File: src/rtl/types_pkg.sv
// Shared types for the memory-side blocks: byte-lane format and arbiter response-owner states.
package types_pkg;

    typedef enum logic [1:0] {
        BYTE = 2'd0,
        HALF = 2'd1,
        WORD = 2'd2
    } byte_format;

    typedef enum logic [1:0] {
        ARB_IDLE  = 2'd0,
        ARB_IF_RD = 2'd1,
        ARB_DM_RD = 2'd2
    } arb_state_t;

    // A limit of zero still needs a one-bit counter to hold the constant zero.
    function automatic int starveCntWidth(input int limit);
        return (limit > 0) ? $clog2(limit + 1) : 1;
    endfunction

endpackage

File: src/rtl/arb_starve_counter.sv
// Saturating up-counter tracking consecutive data grants taken while fetch was waiting.
module arb_starve_counter
    import types_pkg::*;
#(
    parameter int LIMIT = 3,
    parameter int WIDTH = starveCntWidth(LIMIT)
) (
    input  logic clk,
    input  logic rst,
    input  logic inc,
    input  logic clr,
    output logic atLimit
);

    localparam logic [WIDTH-1:0] LIMIT_C = WIDTH'(LIMIT);

    logic [WIDTH-1:0] count;

    assign atLimit = (count == LIMIT_C);

    // Clear wins over increment so a fetch grant always restarts the window.
    always_ff @(posedge clk or posedge rst) begin
        if (rst) begin
            count <= '0;
        end else if (clr) begin
            count <= '0;
        end else if (inc && !atLimit) begin
            count <= count + WIDTH'(1);
        end
    end

endmodule

File: src/rtl/mem_arbiter.sv
// Two-requester arbiter (fetch / data) onto a single-port memory with 1-cycle read latency.
//   state     | meaning
//   ARB_IDLE  | no read response due this cycle
//   ARB_IF_RD | mem_rdata this cycle belongs to fetch
//   ARB_DM_RD | mem_rdata this cycle belongs to data port
module mem_arbiter
    import types_pkg::*;
#(
    parameter int DATA_WIDTH   = 32,
    parameter int ADDR_WIDTH   = 32,
    parameter int STARVE_LIMIT = 3
) (
    input  logic                  clk,
    input  logic                  rst,

    input  logic                  if_req,
    input  logic [ADDR_WIDTH-1:0] if_addr,
    output logic                  if_gnt,
    output logic                  if_rvalid,
    output logic [DATA_WIDTH-1:0] if_rdata,

    input  logic                  dm_req,
    input  logic                  dm_we,
    input  logic [ADDR_WIDTH-1:0] dm_addr,
    input  logic [DATA_WIDTH-1:0] dm_wdata,
    input  byte_format            dm_bsel,
    output logic                  dm_gnt,
    output logic                  dm_rvalid,
    output logic [DATA_WIDTH-1:0] dm_rdata,

    output logic                  mem_en,
    output logic                  mem_we,
    output logic [ADDR_WIDTH-1:0] mem_addr,
    output logic [DATA_WIDTH-1:0] mem_wdata,
    output byte_format            mem_bsel,
    input  logic [DATA_WIDTH-1:0] mem_rdata
);

    arb_state_t state;
    arb_state_t nextState;
    logic       ifGnt;
    logic       dmGnt;
    logic       starveAtLimit;
    logic       starveInc;
    logic       starveClr;

    assign starveInc = dmGnt && if_req;
    assign starveClr = ifGnt || !if_req;

    arb_starve_counter #(
        .LIMIT (STARVE_LIMIT)
    ) starveCounter (
        .clk     (clk),
        .rst     (rst),
        .inc     (starveInc),
        .clr     (starveClr),
        .atLimit (starveAtLimit)
    );

    // Grants are masked during reset so nothing reaches memory while rst is high.
    always_comb begin
        ifGnt = 1'b0;
        dmGnt = 1'b0;
        if (!rst) begin
            if (dm_req && if_req) begin
                if (starveAtLimit) begin
                    ifGnt = 1'b1;
                end else begin
                    dmGnt = 1'b1;
                end
            end else if (dm_req) begin
                dmGnt = 1'b1;
            end else if (if_req) begin
                ifGnt = 1'b1;
            end
        end
    end

    always_ff @(posedge clk or posedge rst) begin
        if (rst) begin
            state <= ARB_IDLE;
        end else begin
            state <= nextState;
        end
    end

    always_comb begin
        nextState = ARB_IDLE;
        if_gnt    = ifGnt;
        dm_gnt    = dmGnt;
        mem_en    = 1'b0;
        mem_we    = 1'b0;
        mem_addr  = '0;
        mem_wdata = '0;
        mem_bsel  = WORD;
        if_rvalid = 1'b0;
        if_rdata  = '0;
        dm_rvalid = 1'b0;
        dm_rdata  = '0;

        if (dmGnt) begin
            mem_en    = 1'b1;
            mem_we    = dm_we;
            mem_addr  = dm_addr;
            mem_wdata = dm_wdata;
            mem_bsel  = dm_bsel;
            nextState = dm_we ? ARB_IDLE : ARB_DM_RD;
        end else if (ifGnt) begin
            mem_en    = 1'b1;
            mem_addr  = if_addr;
            nextState = ARB_IF_RD;
        end

        // Response routing depends only on the registered owner, so it overlaps the next grant.
        case (state)
            ARB_IF_RD: begin
                if_rvalid = 1'b1;
                if_rdata  = mem_rdata;
            end
            ARB_DM_RD: begin
                dm_rvalid = 1'b1;
                dm_rdata  = mem_rdata;
            end
            default: ;
        endcase
    end

endmodule

File: config.mk
export PLATFORM = sky130hd
export DESIGN_NAME = mem_arbiter
export DESIGN_NICKNAME = d
export VERILOG_FILES = /design/src/rtl/types_pkg.sv /design/src/rtl/arb_starve_counter.sv /design/src/rtl/mem_arbiter.sv
export SDC_FILE = /design/constraint.sdc
export NUM_CORES = 1
export LEC_CHECK = 0
export ABC_AREA = 1
export CAP_MARGIN = 10
export CORE_AREA = 4 4 102 104
export CTS_BUF_LIST = sky130_fd_sc_hd__clkbuf_2 sky130_fd_sc_hd__clkbuf_4 sky130_fd_sc_hd__clkbuf_8
export DETAILED_ROUTE_END_ITERATION = 8
export DIE_AREA = 0 0 106 108
export PLACE_DENSITY = 0.75
export SYNTH_ARGS = -nofsm -noshare
export SYNTH_HDL_FRONTEND = slang
export SYNTH_HIERARCHICAL = 1
export SYNTH_SLANG_ARGS = --single-unit
File: constraint.sdc
create_clock -name clk -period 2.3 [get_ports clk]
set_input_delay 0.46 -clock clk [delete_from_list [all_inputs] [get_ports clk]]
set_output_delay 0.46 -clock clk [all_outputs]
set_load 0.02 [all_outputs]
==> results.json <==
{
  "relSlewSlack_pct": 76.73,
  "worst_r2r_path_depth": 9,
  "critPathRequiredTime_ns": 1.84,
  "io_pins": 271,
  "ys_ff_latch": 4,
  "fin_ws_ns": 0.06588,
  "vias": 2960,
  "grt_pass1_vias": 2841,
  "grt_max_degree": 38,
  "fp-row-count": 36,
  "dp_cells": 716,
  "fin_crit_ns": 2.234,
  "start_util_pct": 15.76,
  "setup_viol_count_final": 0,
  "wl_per_cell_um": 13.41,
  "seq_area_frac_synth_pct": 6.650,
  "drv_cap": 0,
  "p_leak_nw": 2.510,
  "clock_skew_ns": 0.001519,
  "drt_iter0_markers": 141,
  "syn_area_um2": 1505,
  "fin_cells": 720,
  "synth_cell_types": 15,
  "grt_pass1_wl_mm": 13.94,
  "port_buffers": 270,
  "ctsHoldBuffers": 0,
  "syn_avg_cell_area_um2": 4.646,
  "cts.clk_slew.worst_paths_ns": 0.03,
  "fill_cells": 952,
  "overflow": 0,
  "clockBufferDepth": 2,
  "cts-buffers-inserted": 3,
  "clock_sinks": 4,
  "fin_nets": 725,
  "status": "complete, no violations",
  "dp_hpwl_mm": 8.068,
  "cts_tree": "built",
  "slew_viol_final": 0,
  "dp_slack_ns": -0.3767,
  "area_growth_pct": 201.2,
  "ant_nets": 0,
  "die_w_um": 106,
  "syn_nets": 460,
  "synthCells": 324,
  "final_cell_mix": "clkdlybuf4s50_1 (184), nor2_1 (102), inv_1 (76)",
  "r2r-end": "starveCounter/count[0]",
  "rsz0062_at_grt": "no",
  "hold_viol_final": 0,
  "max_freq_mhz": 447.6,
  "drive_above_1_share_pct": 9.029,
  "startpoint_type": "input pin",
  "ir_worst_vdd_uv": 103.7,
  "dieArea_um2": 11450,
  "path_class": "in2out",
  "cts-root-buf": "clkbuf_8",
  "antenna_found_initial": 0,
  "coreArea_um2": 9549,
  "cts_setup_buffers": 0,
  "p_per_area_nw_per_um2": 204.3,
  "insertion_delay_ns": 0.22,
  "final_common_cell": "clkdlybuf4s50_1",
  "rr_startpoint": "starveCounter/count[0]",
  "critPathMaxFanout": 2,
  "crit_path_end_kind": "output pin",
  "drcViolationCount": 0,
  "postLayoutCoreUtil_pct": 47.47,
  "cp.arrival_ns": 1.77,
  "place_congestion": 0.7955,
  "grtUsageTotal_pct": 14.83,
  "ys_warn_count": 6,
  "diodes": 0,
  "min_path_type": "in2async",
  "period_share_pct": 97.14,
  "routed_wl_mm": 9.652,
  "finalSetupTns_ns": 0,
  "cts_max_level": 1,
  "reg2reg_slack_ns": 0.56,
  "firstDrtPassIters": 4,
  "max_slew.worst_pin.slew_ns": 0.3490,
  "vias_per_cell": 4.111,
  "die_y_um": 108
}
==> per-layer routing <==
layer | vias to the layer above | track usage (%) | wire [µm]
met1 | 1303 | 15.51 | 3412
met3 | 10 | 3.522 | 745
met5 | - | 0 | 0
li1 | 1499 | - | -
met2 | 148 | 30.05 | 5369
met4 | 0 | 2.775 | 124
==> synth_stat cells, drive strengths merged <==
cell type / count / area (µm²)
nand4: 33 / 206.5
nor2: 103 / 394.1
clkbuf: 1 / 3.750
nand3: 35 / 180.2
inv: 79 / 296.5
dfrtp: 4 / 100.1
a21oi: 1 / 5.000
buf: 25 / 143.9
ha: 1 / 12.51
nand2: 42 / 162.6
==> cell type report <==
| cell class | instances | area, µm² | area share [%] |
|---|---|---|---|
| flip-flops and latches | 4 | 100.1 | 2.208 |
| well taps | 133 | 166.4 | 3.671 |
| clock buffers | 3 | 41.29 | 0.9108 |
| inverters | 79 | 296.5 | 6.542 |
| multi-input cells | 215 | 960.9 | 21.20 |
| repair buffers | 286 | 2968 | 65.47 |
==> power breakdown <==
group / leakage, nW / total, mW / switching (mW) / internal [mW]
clock: 0.0216 / 0.145 / 0.0340 / 0.111
combinational: 2.43 / 0.706 / 0.318 / 0.389
sequential: 0.0545 / 0.0744 / 0.00118 / 0.0732
==> critical path: stages <==
cell and delay [ns]:
clkdlybuf4s50_1 0.45, inv_1 0.05, nor2_1 0.17, clkdlybuf4s50_1 0.64
==> logic make-up (layout without fill, tap and decap cells) <==
group                      count (synthesis)  in the layout  share of synthesized area, %
DFF                                        4              4                         6.650
buffers and inverters                    105            368                         29.51
AOI/OAI and AO/OA                          1              1                        0.3322
and+or+nand+nor                          213            213                         62.68
adders and majority gates                  1              1                        0.8311
==> through the flow <==
stage          cell area (µm²)  power (mW)  hold WS [ns]
6_report                  4533      0.9262        0.3298
5_1_grt                   4533      0.9837        0.3443
4_1_cts                   4487      0.9324        0.3303
3_5_place_dp              4449      0.8113        0.5183
3_3_place_gp              4449      0.8019        0.5009
2_1_floorplan             1505      0.3474        0.2012
==> timing repair <==
action | CTS | global route
pin swaps | 0 | 1
endpoints found under the hold margin | 0 | 0
gates cloned | 0 | 1
gates resized for setup | 141 | 15
setup endpoints to repair | 70 | 67
==> sequential cells by signal (all words and copies together) (netlist names) <==
name,count
starveCounter/count,2
state,2
==> how the worst max path moves through the flow <==
stage / startpoint / endpoint / slack [ns] / depth (start not counted)
after floorplan: starveCounter/count[0] / mem_wdata[20] / 0.49 / 6
after global placement: rst / mem_bsel[1] / -0.31 / 7
after detailed placement: rst / mem_wdata[28] / -0.38 / 6
after CTS: if_req / mem_addr[31] / 0.002 / 7
after global routing: state[0] / dm_rdata[28] / 0.0005 / 5
final: mem_rdata[8] / if_rdata[8] / 0.07 / 4
Note: power is estimated with default switching activity, not from simulation.
